<file path="src/rtl/lc3_pkg.sv">
// Shared definitions for the LC-3 sequencing controller: state encoding,
// opcode values and datapath mux/ALU select encodings.
package lc3_pkg;

  typedef enum logic [4:0] {
    S_HALTED,
    S_F1, S_F2, S_F3, S_DEC,
    S_ADD, S_AND, S_NOT,
    S_BR0, S_BR1,
    S_JMP,
    S_J0, S_J1,
    S_L0, S_L1, S_L2,
    S_S0, S_S1, S_S2,
    S_P0, S_P1
  } state_t;

  localparam logic [3:0] OP_BR    = 4'b0000;
  localparam logic [3:0] OP_ADD   = 4'b0001;
  localparam logic [3:0] OP_JSR   = 4'b0100;
  localparam logic [3:0] OP_AND   = 4'b0101;
  localparam logic [3:0] OP_LDR   = 4'b0110;
  localparam logic [3:0] OP_STR   = 4'b0111;
  localparam logic [3:0] OP_NOT   = 4'b1001;
  localparam logic [3:0] OP_JMP   = 4'b1100;
  localparam logic [3:0] OP_PAUSE = 4'b1101;

  localparam logic [1:0] PCMUX_INC  = 2'b00;
  localparam logic [1:0] PCMUX_BUS  = 2'b01;
  localparam logic [1:0] PCMUX_ADDR = 2'b10;

  localparam logic [1:0] ADDR2_ZERO  = 2'b00;
  localparam logic [1:0] ADDR2_SEXT6 = 2'b01;
  localparam logic [1:0] ADDR2_SEXT9 = 2'b10;
  localparam logic [1:0] ADDR2_SEXT11 = 2'b11;

  localparam logic [1:0] ALUK_ADD  = 2'b00;
  localparam logic [1:0] ALUK_AND  = 2'b01;
  localparam logic [1:0] ALUK_NOT  = 2'b10;
  localparam logic [1:0] ALUK_PASS = 2'b11;

  // States that hold an SRAM strobe for a counted number of cycles.
  function automatic logic is_mem_state(input state_t s);
    return (s == S_F2) || (s == S_L1) || (s == S_S2);
  endfunction

endpackage

</file>
<file path="src/rtl/isdu_wait_ctr.sv">
// Memory-access wait counter: counts up while enabled and flags done on the
// last cycle of a MEM_WAIT-long access.
module isdu_wait_ctr #(
  parameter int MEM_WAIT = 3
) (
  input  logic i_clk,
  input  logic i_rst,
  input  logic i_clr,
  input  logic i_en,
  output logic o_done
);

  localparam int W = $clog2(MEM_WAIT + 1);
  localparam logic [W-1:0] LAST = W'(MEM_WAIT - 1);

  logic [W-1:0] r_count;

  // Saturates at LAST so a stalled done never wraps.
  always_ff @(posedge i_clk) begin
    if (i_rst || i_clr) r_count <= '0;
    else if (i_en && !o_done) r_count <= r_count + 1'b1;
  end

  assign o_done = i_en && (r_count == LAST);

endmodule

</file>
<file path="src/rtl/isdu_ctrl.sv">
// Instruction sequencing/decode FSM for the LC-3 subset: fetch, decode,
// execute, back to fetch; all control lines are decoded from the state.
//
// state  | meaning
// HALTED | idle until Run
// F1     | MAR<-PC, PC<-PC+1
// F2     | SRAM read into MDR, MEM_WAIT cycles
// F3     | IR<-MDR
// DEC    | load BEN, branch on opcode
// ADD/AND/NOT | ALU result to DR, set CC
// BR0/BR1| test BEN / PC<-PC+sext9
// JMP    | PC<-BaseR
// J0/J1  | R7<-PC / PC<-target
// L0..L2 | LDR address, read, writeback
// S0..S2 | STR address, MDR<-SR, write
// P0/P1  | wait for Continue high, then low
module isdu_ctrl
  import lc3_pkg::*;
#(
  parameter int MEM_WAIT = 3
) (
  input  logic       Clk,
  input  logic       Reset,
  input  logic       Run,
  input  logic       Continue,
  input  logic [3:0] Opcode,
  input  logic       IR_5,
  input  logic       IR_11,
  input  logic       BEN,
  output logic       LD_MAR,
  output logic       LD_MDR,
  output logic       LD_IR,
  output logic       LD_BEN,
  output logic       LD_CC,
  output logic       LD_REG,
  output logic       LD_PC,
  output logic       GatePC,
  output logic       GateMDR,
  output logic       GateALU,
  output logic       GateMARMUX,
  output logic [1:0] PCMUX,
  output logic       DRMUX,
  output logic       SR1MUX,
  output logic       SR2MUX,
  output logic       ADDR1MUX,
  output logic [1:0] ADDR2MUX,
  output logic [1:0] ALUK,
  output logic       Mem_OE,
  output logic       Mem_WE
);

  state_t r_state;
  state_t w_state_next;
  logic   w_in_mem;
  logic   w_wait_done;

  assign w_in_mem = is_mem_state(r_state);

  // Memory states are never adjacent, so clearing whenever we are outside
  // one guarantees a zero count on every entry.
  isdu_wait_ctr #(.MEM_WAIT(MEM_WAIT)) u_wait_ctr (
    .i_clk  (Clk),
    .i_rst  (Reset),
    .i_clr  (!w_in_mem),
    .i_en   (w_in_mem),
    .o_done (w_wait_done)
  );

  always_ff @(posedge Clk) begin
    if (Reset) r_state <= S_HALTED;
    else       r_state <= w_state_next;
  end

  always_comb begin
    w_state_next = r_state;
    case (r_state)
      S_HALTED: if (Run) w_state_next = S_F1;
      S_F1:     w_state_next = S_F2;
      S_F2:     if (w_wait_done) w_state_next = S_F3;
      S_F3:     w_state_next = S_DEC;
      S_DEC: begin
        case (Opcode)
          OP_ADD:   w_state_next = S_ADD;
          OP_AND:   w_state_next = S_AND;
          OP_NOT:   w_state_next = S_NOT;
          OP_BR:    w_state_next = S_BR0;
          OP_JMP:   w_state_next = S_JMP;
          OP_JSR:   w_state_next = S_J0;
          OP_LDR:   w_state_next = S_L0;
          OP_STR:   w_state_next = S_S0;
          OP_PAUSE: w_state_next = S_P0;
          default:  w_state_next = S_F1;
        endcase
      end
      S_ADD, S_AND, S_NOT: w_state_next = S_F1;
      S_BR0:    w_state_next = BEN ? S_BR1 : S_F1;
      S_BR1:    w_state_next = S_F1;
      S_JMP:    w_state_next = S_F1;
      S_J0:     w_state_next = S_J1;
      S_J1:     w_state_next = S_F1;
      S_L0:     w_state_next = S_L1;
      S_L1:     if (w_wait_done) w_state_next = S_L2;
      S_L2:     w_state_next = S_F1;
      S_S0:     w_state_next = S_S1;
      S_S1:     w_state_next = S_S2;
      S_S2:     if (w_wait_done) w_state_next = S_F1;
      S_P0:     if (Continue) w_state_next = S_P1;
      S_P1:     if (!Continue) w_state_next = S_F1;
      default:  w_state_next = S_HALTED;
    endcase
  end

  always_comb begin
    LD_MAR     = 1'b0;
    LD_MDR     = 1'b0;
    LD_IR      = 1'b0;
    LD_BEN     = 1'b0;
    LD_CC      = 1'b0;
    LD_REG     = 1'b0;
    LD_PC      = 1'b0;
    GatePC     = 1'b0;
    GateMDR    = 1'b0;
    GateALU    = 1'b0;
    GateMARMUX = 1'b0;
    PCMUX      = PCMUX_INC;
    DRMUX      = 1'b0;
    SR1MUX     = 1'b0;
    SR2MUX     = 1'b0;
    ADDR1MUX   = 1'b0;
    ADDR2MUX   = ADDR2_ZERO;
    ALUK       = ALUK_ADD;
    Mem_OE     = 1'b0;
    Mem_WE     = 1'b0;
    case (r_state)
      S_F1: begin
        LD_MAR = 1'b1;
        GatePC = 1'b1;
        LD_PC  = 1'b1;
        PCMUX  = PCMUX_INC;
      end
      S_F2, S_L1: begin
        Mem_OE = 1'b1;
        LD_MDR = 1'b1;
      end
      S_F3: begin
        GateMDR = 1'b1;
        LD_IR   = 1'b1;
      end
      S_DEC: LD_BEN = 1'b1;
      S_ADD, S_AND, S_NOT: begin
        GateALU = 1'b1;
        LD_REG  = 1'b1;
        LD_CC   = 1'b1;
        SR2MUX  = ~IR_5;
        ALUK    = (r_state == S_ADD) ? ALUK_ADD :
                  (r_state == S_AND) ? ALUK_AND : ALUK_NOT;
      end
      S_BR1: begin
        LD_PC    = 1'b1;
        PCMUX    = PCMUX_ADDR;
        ADDR2MUX = ADDR2_SEXT9;
      end
      S_JMP: begin
        LD_PC    = 1'b1;
        PCMUX    = PCMUX_ADDR;
        ADDR1MUX = 1'b1;
      end
      S_J0: begin
        GatePC = 1'b1;
        LD_REG = 1'b1;
        DRMUX  = 1'b1;
      end
      // IR is stable for the whole instruction, so IR_11 selects the target.
      S_J1: begin
        LD_PC    = 1'b1;
        PCMUX    = PCMUX_ADDR;
        ADDR1MUX = ~IR_11;
        ADDR2MUX = IR_11 ? ADDR2_SEXT11 : ADDR2_ZERO;
      end
      S_L0, S_S0: begin
        GateMARMUX = 1'b1;
        LD_MAR     = 1'b1;
        ADDR1MUX   = 1'b1;
        ADDR2MUX   = ADDR2_SEXT6;
      end
      S_L2: begin
        GateMDR = 1'b1;
        LD_REG  = 1'b1;
        LD_CC   = 1'b1;
      end
      S_S1: begin
        SR1MUX  = 1'b1;
        ALUK    = ALUK_PASS;
        GateALU = 1'b1;
        LD_MDR  = 1'b1;
      end
      S_S2: Mem_WE = 1'b1;
      default: ;
    endcase
  end

endmodule

</file>
<file path="config.mk">
export PLATFORM = sky130hd
export DESIGN_NAME = isdu_ctrl
export DESIGN_NICKNAME = d
export VERILOG_FILES = /design/src/rtl/lc3_pkg.sv /design/src/rtl/isdu_wait_ctr.sv /design/src/rtl/isdu_ctrl.sv
export SDC_FILE = /design/constraint.sdc
export NUM_CORES = 1
export LEC_CHECK = 0
export CORE_UTILIZATION = 46
export CTS_BUF_LIST = sky130_fd_sc_hd__clkbuf_16
export DETAILED_ROUTE_END_ITERATION = 8
export HOLD_SLACK_MARGIN = 0.12
export PLACE_DENSITY = 0.8
export SYNTH_ARGS = -nofsm -noshare
export SYNTH_HDL_FRONTEND = slang
export SYNTH_HIERARCHICAL = 1
export SYNTH_SLANG_ARGS = --single-unit
</file>
<file path="constraint.sdc">
create_clock -name Clk -period 2.3 [get_ports Clk]
set_input_delay 0.575 -clock Clk [delete_from_list [all_inputs] [get_ports Clk]]
set_output_delay 0.575 -clock Clk [all_outputs]
set_load 0.05 [all_outputs]
</file>
==> impl_summary.txt, run 1 <==
----------------------------------------------------
[Flow run]
  Number of maximum-capacitance violations ... 0

[Power and ir drop]
  Power share of the clock group ... 14.3%
  Power per Cell Area ... 1160 nW/µm²
  Internal power ... 1.05 mW
  Reg power frac ... 11.4%
  IR drop worst, VDD ... 1030 µV
  Fraction of power spent switching nets ... 49.0%
  Switching power summed over all nets ... 1.01 mW
  Combinational share of power ... 74.3%
  Static Leakage ... between 0.7 and 0.8 nW

[Clock network]
  TritonCTS buffer count ... 3
  Number of sinks on the clock net ... 7
  H-tree depth reported by CTS ... 1
  CTS Root Cell ... clkbuf_16
  Hold buffers post-CTS ... 0
  Max Buffers Root-to-Sink ... 2
  Worst-skew pair later-pin latency ... 0.23 ns
  Clock tree from TritonCTS ... done
  Setup repair bufs after CTS ... 0
  Clock-pin slew on the worst setup and hold paths ... 0.04 ns

[Routing]
  Via/cell ratio ... 6.24
  Final wirelength ... 3.67 mm
  Residual antenna-violating net count after detailed routing ... 0
  Drt first-iter violations ... 40
  Post-detailed-route wirelength per cell ... ~18 µm
  Via total after detailed routing ... 1297
  DRC violations left ... 0
  Pre-Repair DR Iteration Count ... 4

[Timing]
  Tcrit/Tclk final ... 97.5%
  RSZ-0062 raised after global routing ... false
  Total Neg Setup Slack ... 0 ns
  Maximum clock skew at final layout ... roughly 0.0024 ns
  Hold violation total from the final report ... 0
  Highest Clock Rate ... 446 MHz
  Shortest clock period the worst path allows after layout ... 2.24 ns
  Endpoints failing setup ... 0
  Number of slew-limit violations in the final report ... 0

[Min path]
  Path category of the worst min-delay check ... reg2reg
  Hold Crit Depth ... 2

[Logic synthesis]
  Warning count from the yosys run ... 6
  Top cells by area, synth ... dfxtp_1 14%, a21oi_1 7.3%, ha_1 4.8%
  Avg Inst Size Synth ... 7.04 µm²
  Commonest cells in the synthesized netlist ... 15 x a21oi_1, 9 x nor2_1, 8 x nand2_1, 8 x nor3_1, 7 x dfxtp_1
  Number of register bits inferred by synthesis ... 7
  Synth Net Count ... approximately 160
  Leading cell type by number of instances after synthesis ... a21oi_1
  Post-synth top area cell ... dfxtp_1
  Most used DFF post-synth ... dfxtp_1
  Synthesized cell area ... 1030 µm²
  Instance count of the mapped netlist ... 147
  Share of Yosys cell area claimed by the top area cell type ... between 10% and 20%
  Sequential area share after synthesis ... around 14%
  Async S/R FF share, synth ... 0%
  Number of synthesized flops with an enable pin ... 0
  Number of library cell types mapped by synthesis ... 53

[Placement]
  Post-detailed-placement half-perimeter wirelength ... 2.75 mm
  Final weighted congestion of routability-driven global placement ... 0.877
  Number of port buffers ... 32
  Placement-stage cell area ... approximately 1700 µm²

[Floorplan]
  Effective utilization at floorplan ... between 50% and 60%
  I/O Pins ... 34
  Die Outline Area ... 2440 µm²
  X dimension of the die ... 49.4 µm
  Core region area ... 2040 µm²
  Number of rows created at floorplan ... 16
  Overall die height ... 49.4 µm

[Final layout]
  Final design instance area without fill ... 1780 µm²
  Synth-to-layout area growth ... 71.7%
  Ratio of cells with drive above 1 in the final layout ... around 36%
  Number of nets in the finished design ... slightly below 200
  Antenna diodes ... 0

[Status]
  Run status ... finished, final reports clean

[Global route]
  GR met1 Demand/Resource ... 36.4%
  Most Crowded Layer GR ... met2
  Number of global-route vias before repair ... approximately 1300
  Met3 routing resource usage after global routing ... 6.23%
  Overflow left after global routing ... 0
  Number of antenna violations at the first check in global routing ... 0
  Wire length of the first global-routing pass ... about 6.1 mm
  Total global routing track utilization ... 32.5%
  GR met2 Demand/Resource ... 59.4%
  Maximum number of pins on one net before global-route repair ... 19

[Worst setup path]
  Data required time at the worst endpoint ... 1.73 ns
  Stage delay of the slowest cell on the critical path ... about 0.36 ns
  CP max stage cell ... dfxtp_2
  Worst Reg-to-Reg Cells ... 6
  Maximum fanout count along the critical path ... 8
  Kind of launch point of the worst setup path ... flip-flop
  Kind of end point of the critical path ... primary output
  Critical Setup Path Class ... reg2out
  Cell-by-cell listing of the critical path ... buf_4 > nor2_1 > o21ai_0 > and2_1 > or2_2 > buf_12
  Data arrival, critical path ... ~1.7 ns

----------------------------------------------------
cells in the final DEF, fill, tap and decap left out, types with 2 or more instances in the layout:
cell | Yosys | layout
xnor2_1 | 2 | 2
clkbuf_16 | 0 | 3
or2_2 | 4 | 4
a21oi_1 | 15 | 14
nand2_1 | 8 | 8
mux2i_1 | 2 | 2
nor2b_1 | 5 | 4
dfxtp_1 | 7 | 2
nor3_1 | 8 | 5
buf_4 | 1 | 15
nor2b_4 | 1 | 2
a221o_1 | 2 | 2
ha_1 | 4 | 4
a31oi_1 | 2 | 2
nand2b_1 | 6 | 5
nor2_2 | 1 | 2
a311o_1 | 2 | 2
and2_1 | 2 | 2
xor2_1 | 2 | 2
nor3b_1 | 2 | 2
dfxtp_2 | 0 | 5
inv_1 | 6 | 7
nor3_4 | 0 | 2
buf_12 | 0 | 21
o21ai_0 | 4 | 4
a21o_1 | 2 | 2
a211oi_1 | 2 | 2
clkdlybuf4s50_1 | 0 | 9
o21bai_1 | 2 | 2
nor2_1 | 9 | 8
a221oi_1 | 2 | 2
nand3b_1 | 5 | 5
worst max-delay path, delay by kind of cell (launching register included):
family                 cells  cell delay, ns
DFF                        1            0.36
and+or+nand+nor            3            0.64
buffers and inverters      2            0.35
AOI/OAI and AO/OA          1            0.09
timing repair:
item / in CTS / in global routing
resized for setup: 6 / 4
setup endpoints to repair: 7 / 4
endpoints found under the hold margin: 0 / 0
pin swaps: 2 / 0
path summary, 6_finish.rpt:
kind                                 startpoint                                 end  slack, ns
max                     r_state[1]$_SDFFE_PP0P_                              LD_REG       0.06
min          u_wait_ctr/r_count[1]$_SDFFE_PP0P_  u_wait_ctr/r_count[1]$_SDFFE_PP0P_       0.56
min reg2reg  u_wait_ctr/r_count[1]$_SDFFE_PP0P_  u_wait_ctr/r_count[1]$_SDFFE_PP0P_       0.56
max reg2reg             r_state[4]$_SDFFE_PP0P_             r_state[4]$_SDFFE_PP0P_       0.27
flip-flops by register name, summed over array words and instances, names as in the netlist:
register,flops
u_wait_ctr/r_count,2
r_state,5
power groups by stage:
stage	Combinational (mW)	Clock, mW	Sequential, mW
after floorplan	0.947	0	0.163
after global placement	1.43	0	0.221
after detailed placement	1.49	0	0.226
after CTS	1.51	0.294	0.231
after global routing	1.61	0.303	0.242
final	1.53	0.294	0.236
routing by layer:
layer,routed length (µm),part of all wire (%)
met5,0,0
met4,99,2.7
met3,245,6.7
met2,1880,51
met1,1450,39
cells by family after synthesis:
logic type / Yosys count / synth area share, %
adders and majority gates: 4 / 4.84
muxes: 4 / 4.47
other: 1 / 0.362
AOI/OAI and AO/OA: 42 / 27.6
xor gates and xnor gates: 4 / 3.39
buffers and inverters: 22 / 9.07
and+or+nand+nor: 63 / 36.8
DFF: 7 / 13.5
through the flow:
stage	instances	worst slack, ns	total power [mW]	hold slack, ns	utilization (%)
after floorplan	147	-0.251	1.11	0.502	-
after detailed placement	204	-0.0667	1.71	0.546	82.1
after global placement	204	0.0225	1.65	0.515	82.1
after global routing	208	0.0204	2.15	0.592	87.0
final	208	0.0582	2.06	0.558	87.0
after CTS	208	0.00307	2.03	0.554	86.5
area by class of cell:
class / count / area (µm²)
inverters: 6 / 22.5
fillers: 100 / 265
clock inverters: 1 / 3.75
repair buffers: 46 / 632
multi-input cells: 118 / 863
clock buffers: 3 / 75.1
flip-flops and latches: 7 / 146
well taps: 27 / 33.8
No activity file was read; power rests on OpenSTA's default activity.
==> inputs of run 2 (changes only) <==
--- a/constraint.sdc
+++ b/constraint.sdc
@@ -3,2 +3,2 @@
 set_output_delay 0.575 -clock Clk [all_outputs]
-set_load 0.05 [all_outputs]
+set_load 0.01 [all_outputs]
==> impl_summary.txt, run 2 (synthesis gave the netlist of run 1 again) <==
----------------------------------------------------
[Worst setup path]
  Stage delay of the slowest cell on the critical path ... around 0.48 ns
  Maximum fanout count along the critical path ... 2
  Cell-by-cell listing of the critical path ... clkdlybuf4s50_1 > nor2b_4 > mux2i_1 > nor3_1 > clkbuf_2
  CP max stage cell ... clkdlybuf4s50_1
  Kind of launch point of the worst setup path ... primary input
  Data required time at the worst endpoint ... roughly 1.7 ns
  Kind of end point of the critical path ... primary output
  Critical Setup Path Class ... in2out
  Data arrival, critical path ... 1.67 ns

[Timing]
  Highest Clock Rate ... 445 MHz
  Hold violation total from the final report ... 0
  Total Neg Setup Slack ... 0 ns
  Shortest clock period the worst path allows after layout ... approximately 2.2 ns
  Worst slack on hold paths ... 0.535 ns
  Number of slew-limit violations in the final report ... 0
  Tcrit/Tclk final ... 97.7%
  Endpoints failing setup ... 0
  Maximum clock skew at final layout ... 0.00350 ns

[Floorplan]
  Number of rows created at floorplan ... 16
  Overall die height ... 49.4 µm
  Core region area ... 2040 µm²
  Die Outline Area ... approximately 2400 µm²
  X dimension of the die ... 49.4 µm
  Effective utilization at floorplan ... 50.7%
  I/O Pins ... 34

[Placement]
  Number of port buffers ... 32
  Placement-stage cell area ... 1540 µm²
  Final weighted congestion of routability-driven global placement ... 0.881
  Post-detailed-placement half-perimeter wirelength ... 2.45 mm

[Final layout]
  Synth-to-layout area growth ... 60.2%
  Final design instance area without fill ... approximately 1700 µm²
  Register name with the most flops ... r_state
  Top Registers ... r_state: 5 flops, u_wait_ctr/r_count: 2 flops
  Ratio of cells with drive above 1 in the final layout ... 31.6%
  Number of nets in the finished design ... 212
  Max FFs per register ... 5
  Leading cell types in the layout, fill and taps excluded ... 27 x buf_4, 14 x a21oi_1, 13 x clkdlybuf4s50_1, 13 x dlygate4sd2_1
  Most frequent standard cell in the layout excluding fill and tap cells ... buf_4
  Antenna diodes ... 0

[Routing]
  DRC violations left ... 0
  Final wirelength ... 3.61 mm
  Pre-Repair DR Iteration Count ... 4
  Via/cell ratio ... 5.96
  Drt first-iter violations ... 64
  Residual antenna-violating net count after detailed routing ... 0
  Via total after detailed routing ... 1330
  Post-detailed-route wirelength per cell ... 16.2 µm

[Clock network]
  Worst-skew pair later-pin latency ... approximately 0.23 ns
  Clock-pin slew on the worst setup and hold paths ... 0.03 ns
  CTS Root Cell ... clkbuf_16
  Max Buffers Root-to-Sink ... 2
  TritonCTS buffer count ... 3
  Number of sinks on the clock net ... 7
  Setup repair bufs after CTS ... 0
  H-tree depth reported by CTS ... 1
  Clock tree from TritonCTS ... done

[Power and ir drop]
  Fraction of power spent switching nets ... 42.7%
  Power per Cell Area ... 1040 nW/µm²
  IR drop worst, VDD ... 878 µV
  Combinational share of power ... between 60% and 70%
  Reg power frac ... 13.0%
  Power share of the clock group ... 17.1%
  Internal power ... 0.986 mW
  Switching power summed over all nets ... 0.733 mW
  Static Leakage ... 0.798 nW

[Min path]
  Path category of the worst min-delay check ... reg2reg

[Global route]
  Total global routing track utilization ... 32.2%
  Overflow left after global routing ... 0
  Maximum number of pins on one net before global-route repair ... 13
  Number of antenna violations at the first check in global routing ... 0
  Number of global-route vias before repair ... 1336
  Wire length of the first global-routing pass ... 6.10 mm

[Flow run]
  Number of maximum-capacitance violations ... 0

[Status]
  Run status ... finished, final reports clean

----------------------------------------------------
[run 2: cell types whose count changed in the layout (fill, tap and decap cells not counted), sizes merged]
cell,change
buf,-6
dlymetal6s2s,+3
clkdlybuf4s50,+4
clkbuf,+2
dlygate4sd2,+12
[run 2: metal layers]
metal | routed length (µm) | track usage, % | up-vias
met5 | 0 | 0 | -
li1 | - | - | 627
met1 | 1460 | 36.4 | 615
met3 | 224 | 5.30 | 14
met2 | 1800 | 56.4 | 74
met4 | 122 | 18.6 | 0
[run 2: stage by stage]
step / std cells / setup WS (ns) / power [mW] / utilization, %
3_5_place_dp: 219 / -0.315 / 1.34 / 75.2
6_report: 223 / 0.0528 / 1.72 / 81.2
3_3_place_gp: 219 / -0.243 / 1.31 / 75.2
5_1_grt: 223 / -0.00611 / 1.83 / 81.2
4_1_cts: 223 / 0.0170 / 1.64 / 79.8
2_1_floorplan: 147 / 0.308 / 0.822 / -
[run 2: final cells by class]
type | count | area, µm²
repair buffers | 61 | 522
flip-flops and latches | 7 | 156
fillers | 152 | 384
clock buffers | 3 | 75.1
inverters | 6 | 22.5
clock inverters | 1 | 3.75
multi-input cells | 118 | 845
well taps | 27 | 33.8
[run 2: critical path: cells and delay by family]
family	cells	cell delay, ns
buffers and inverters	2	0.66
muxes	1	0.10
and+or+nand+nor	2	0.34
[run 2: timing repair]
action	in CTS	in global routing
hold endpoints to repair	0	0
setup endpoints to repair	19	10
gates resized for setup	31	17
hold buffers	0	0
pin swaps	1	0
[run 2: path summary, 6_finish.rpt]
check                                                         from                                 end  slack, ns  cells after the start
worst min register to register  u_wait_ctr/r_count[1]$_SDFFE_PP0P_  u_wait_ctr/r_count[1]$_SDFFE_PP0P_       0.53                      2
worst max register to register             r_state[4]$_SDFFE_PP0P_             r_state[4]$_SDFFE_PP0P_       0.22                      8
worst max-delay path                                         IR_11                         ADDR2MUX[1]       0.05                      5
worst min-delay path            u_wait_ctr/r_count[1]$_SDFFE_PP0P_  u_wait_ctr/r_count[1]$_SDFFE_PP0P_       0.53                      2
[run 2: power by group through the flow]
| stage | combinational [mW] | clock [mW] | sequential, mW |
|---|---|---|---|
| after floorplan | 0.659 | 0 | 0.163 |
| after global placement | 1.11 | 0 | 0.200 |
| after detailed placement | 1.14 | 0 | 0.202 |
| after CTS | 1.14 | 0.296 | 0.210 |
| after global routing | 1.29 | 0.305 | 0.232 |
| final | 1.20 | 0.293 | 0.224 |
==> inputs of run 3 (changes only) <==
SKIP_CTS_REPAIR_TIMING = 1   (was not set)
==> impl_summary.txt, run 3 (synthesis gave the netlist of run 1 again) <==
----------------------------------------------------
[Power and ir drop]
  IR drop worst, VDD ... roughly 890 µV
  Power per Cell Area ... 1010 nW/µm²
  Static Leakage ... 0.998 nW
  Total chip power ... 1.73 mW

[Floorplan]
  Core region area ... 2040 µm²
  I/O Pins ... 34
  Overall die height ... ~49 µm
  Number of rows created at floorplan ... 16
  X dimension of the die ... 49.4 µm
  Die Outline Area ... 2440 µm²
  Effective utilization at floorplan ... 50.7%

[Timing]
  Total Neg Setup Slack ... -0.0533 ns
  Shortest clock period the worst path allows after layout ... 2.35 ns
  Maximum clock skew at final layout ... slightly below 0.004 ns
  RSZ-0062 raised after global routing ... true
  Tcrit/Tclk final ... 102%
  Number of slew-limit violations in the final report ... 0
  Worst setup margin ... -0.0533 ns
  Highest Clock Rate ... about 420 MHz
  Hold violation total from the final report ... 0
  Endpoints failing setup ... 1

[Global route]
  GR met1 Demand/Resource ... roughly a third
  Number of antenna violations at the first check in global routing ... 0
  Overflow left after global routing ... 0
  Maximum number of pins on one net before global-route repair ... 13
  GR met2 Demand/Resource ... 50.7%
  Wire length of the first global-routing pass ... approximately 5.6 mm
  Most Crowded Layer GR ... met2
  Total global routing track utilization ... 28.9%
  Met3 routing resource usage after global routing ... under 10%
  Number of global-route vias before repair ... ~1200

[Placement]
  Final weighted congestion of routability-driven global placement ... 0.881
  DP Worst Slack ... -0.315 ns
  Number of port buffers ... 32
  Post-detailed-placement half-perimeter wirelength ... between 2 and 2.5 mm

[Clock network]
  TritonCTS buffer count ... 3
  Worst-skew pair later-pin latency ... 0.23 ns
  H-tree depth reported by CTS ... 1
  Max Buffers Root-to-Sink ... 2
  Number of sinks on the clock net ... 7
  Clock-pin slew on the worst setup and hold paths ... around 0.04 ns
  Clock tree from TritonCTS ... done
  CTS Root Cell ... clkbuf_16

[Worst setup path]
  Kind of end point of the critical path ... primary output
  Largest delay share family, worst path ... buffers and inverters
  Cell-by-cell listing of the critical path ... buf_6 > nand2b_1 > nor3_2 > or2_2 > clkdlybuf4s50_1
  Kind of launch point of the worst setup path ... flip-flop
  Critical Setup Path Class ... reg2out
  CP Buf/Inv Count ... 2
  Data required time at the worst endpoint ... 1.73 ns
  Stage delay of the slowest cell on the critical path ... between 0.4 and 0.5 ns
  Maximum fanout count along the critical path ... 10
  Data arrival, critical path ... 1.78 ns
  CP max stage cell ... clkdlybuf4s50_1

[Final layout]
  Antenna diodes ... 0
  Leading cell types in the layout, fill and taps excluded ... 27 x buf_4, 18 x dlymetal6s2s_1, 15 x a21oi_1
  Area of the multi-input gates ... 826 µm²
  Synth-to-layout area growth ... 65.1%
  Core utilization of the finished layout ... a little over four fifths
  Top Registers ... r_state: 5 flops, u_wait_ctr/r_count: 2 flops
  Most frequent standard cell in the layout excluding fill and tap cells ... buf_4
  Number of nets in the finished design ... 212
  Max FFs per register ... 5
  Ratio of cells with drive above 1 in the final layout ... 27.6%
  Register name with the most flops ... r_state
  Storage cell area ... 156 µm²
  # fillers ... 131

[Routing]
  Pre-Repair DR Iteration Count ... 4
  Residual antenna-violating net count after detailed routing ... 0
  Post-detailed-route wirelength per cell ... ~17 µm
  Via total after detailed routing ... 1370
  DRC violations left ... 0
  Via/cell ratio ... about 6.1
  Final wirelength ... 3.90 mm
  Drt first-iter violations ... 61

[Flow run]
  Number of maximum-capacitance violations ... 0

[Status]
  Violated checks ... negative setup slack
  Run status ... finished with violations

[Min path]
  Path category of the worst min-delay check ... reg2reg

----------------------------------------------------
==> run 3: changes by cell type in the layout (fill, tap and decap cells not counted), moves of 2 or more <==
cell            before  now
dlymetal6s2s_1       3   18
dlygate4sd2_1       13    0
clkbuf_2             2    0
nand2b_1             4    6
==> run 3: path summary, 6_finish.rpt <==
kind / slack (ns) / startpoint / depth (start not counted) / to
setup / recovery: -0.05 / r_state[0]$_SDFFE_PP0P_ / 5 / LD_MDR
hold / removal: 0.54 / u_wait_ctr/r_count[1]$_SDFFE_PP0P_ / 2 / u_wait_ctr/r_count[1]$_SDFFE_PP0P_
setup reg to reg: 0.17 / r_state[4]$_SDFFE_PP0P_ / 8 / r_state[4]$_SDFFE_PP0P_
hold reg to reg: 0.54 / u_wait_ctr/r_count[1]$_SDFFE_PP0P_ / 2 / u_wait_ctr/r_count[1]$_SDFFE_PP0P_
==> run 3: power by group <==
| group | total (mW) | switching, mW | internal, mW |
|---|---|---|---|
| combinational | 1.21 | 0.604 | 0.610 |
| sequential | 0.218 | 0.0576 | 0.161 |
| clock | 0.296 | 0.0693 | 0.226 |
| total | 1.73 | 0.731 | 0.997 |
==> run 3: final cells by class <==
cell class	count	area share (%)
Clock buffer	3	4.40
Clock inverter	1	0.220
Inverter	6	1.32
Multi-Input combinational cell	118	48.4
Sequential cell	7	9.16
Tap cell	27	1.98
Timing Repair Buffer	61	34.6
==> run 3: worst register-to-register path, stage by stage, from the launching register on <==
cell      delay, ns
dfxtp_4        0.38
buf_4          0.17
nand3b_1       0.21
buf_4          0.19
a21oi_1        0.24
and2_2         0.19
a211o_1        0.11
and3_4         0.23
mux2_4         0.30
==> run 3: per-layer routing <==
| layer | part of all wire [%] | routed length, µm |
|---|---|---|
| met2 | 50 | 1950 |
| met1 | 38 | 1460 |
| met4 | 4.2 | 163 |
| met5 | 0 | 0 |
| met3 | 8.2 | 320 |
==> run 3: metrics by stage <==
step | hold slack, ns | cells | cell area (µm²)
global placement | 0.515 | 219 | 1540
floorplan | 0.502 | 147 | 1030
detailed placement | 0.527 | 219 | 1540
CTS | 0.536 | 223 | 1610
global route | 0.570 | 223 | 1710
finish | 0.538 | 223 | 1710
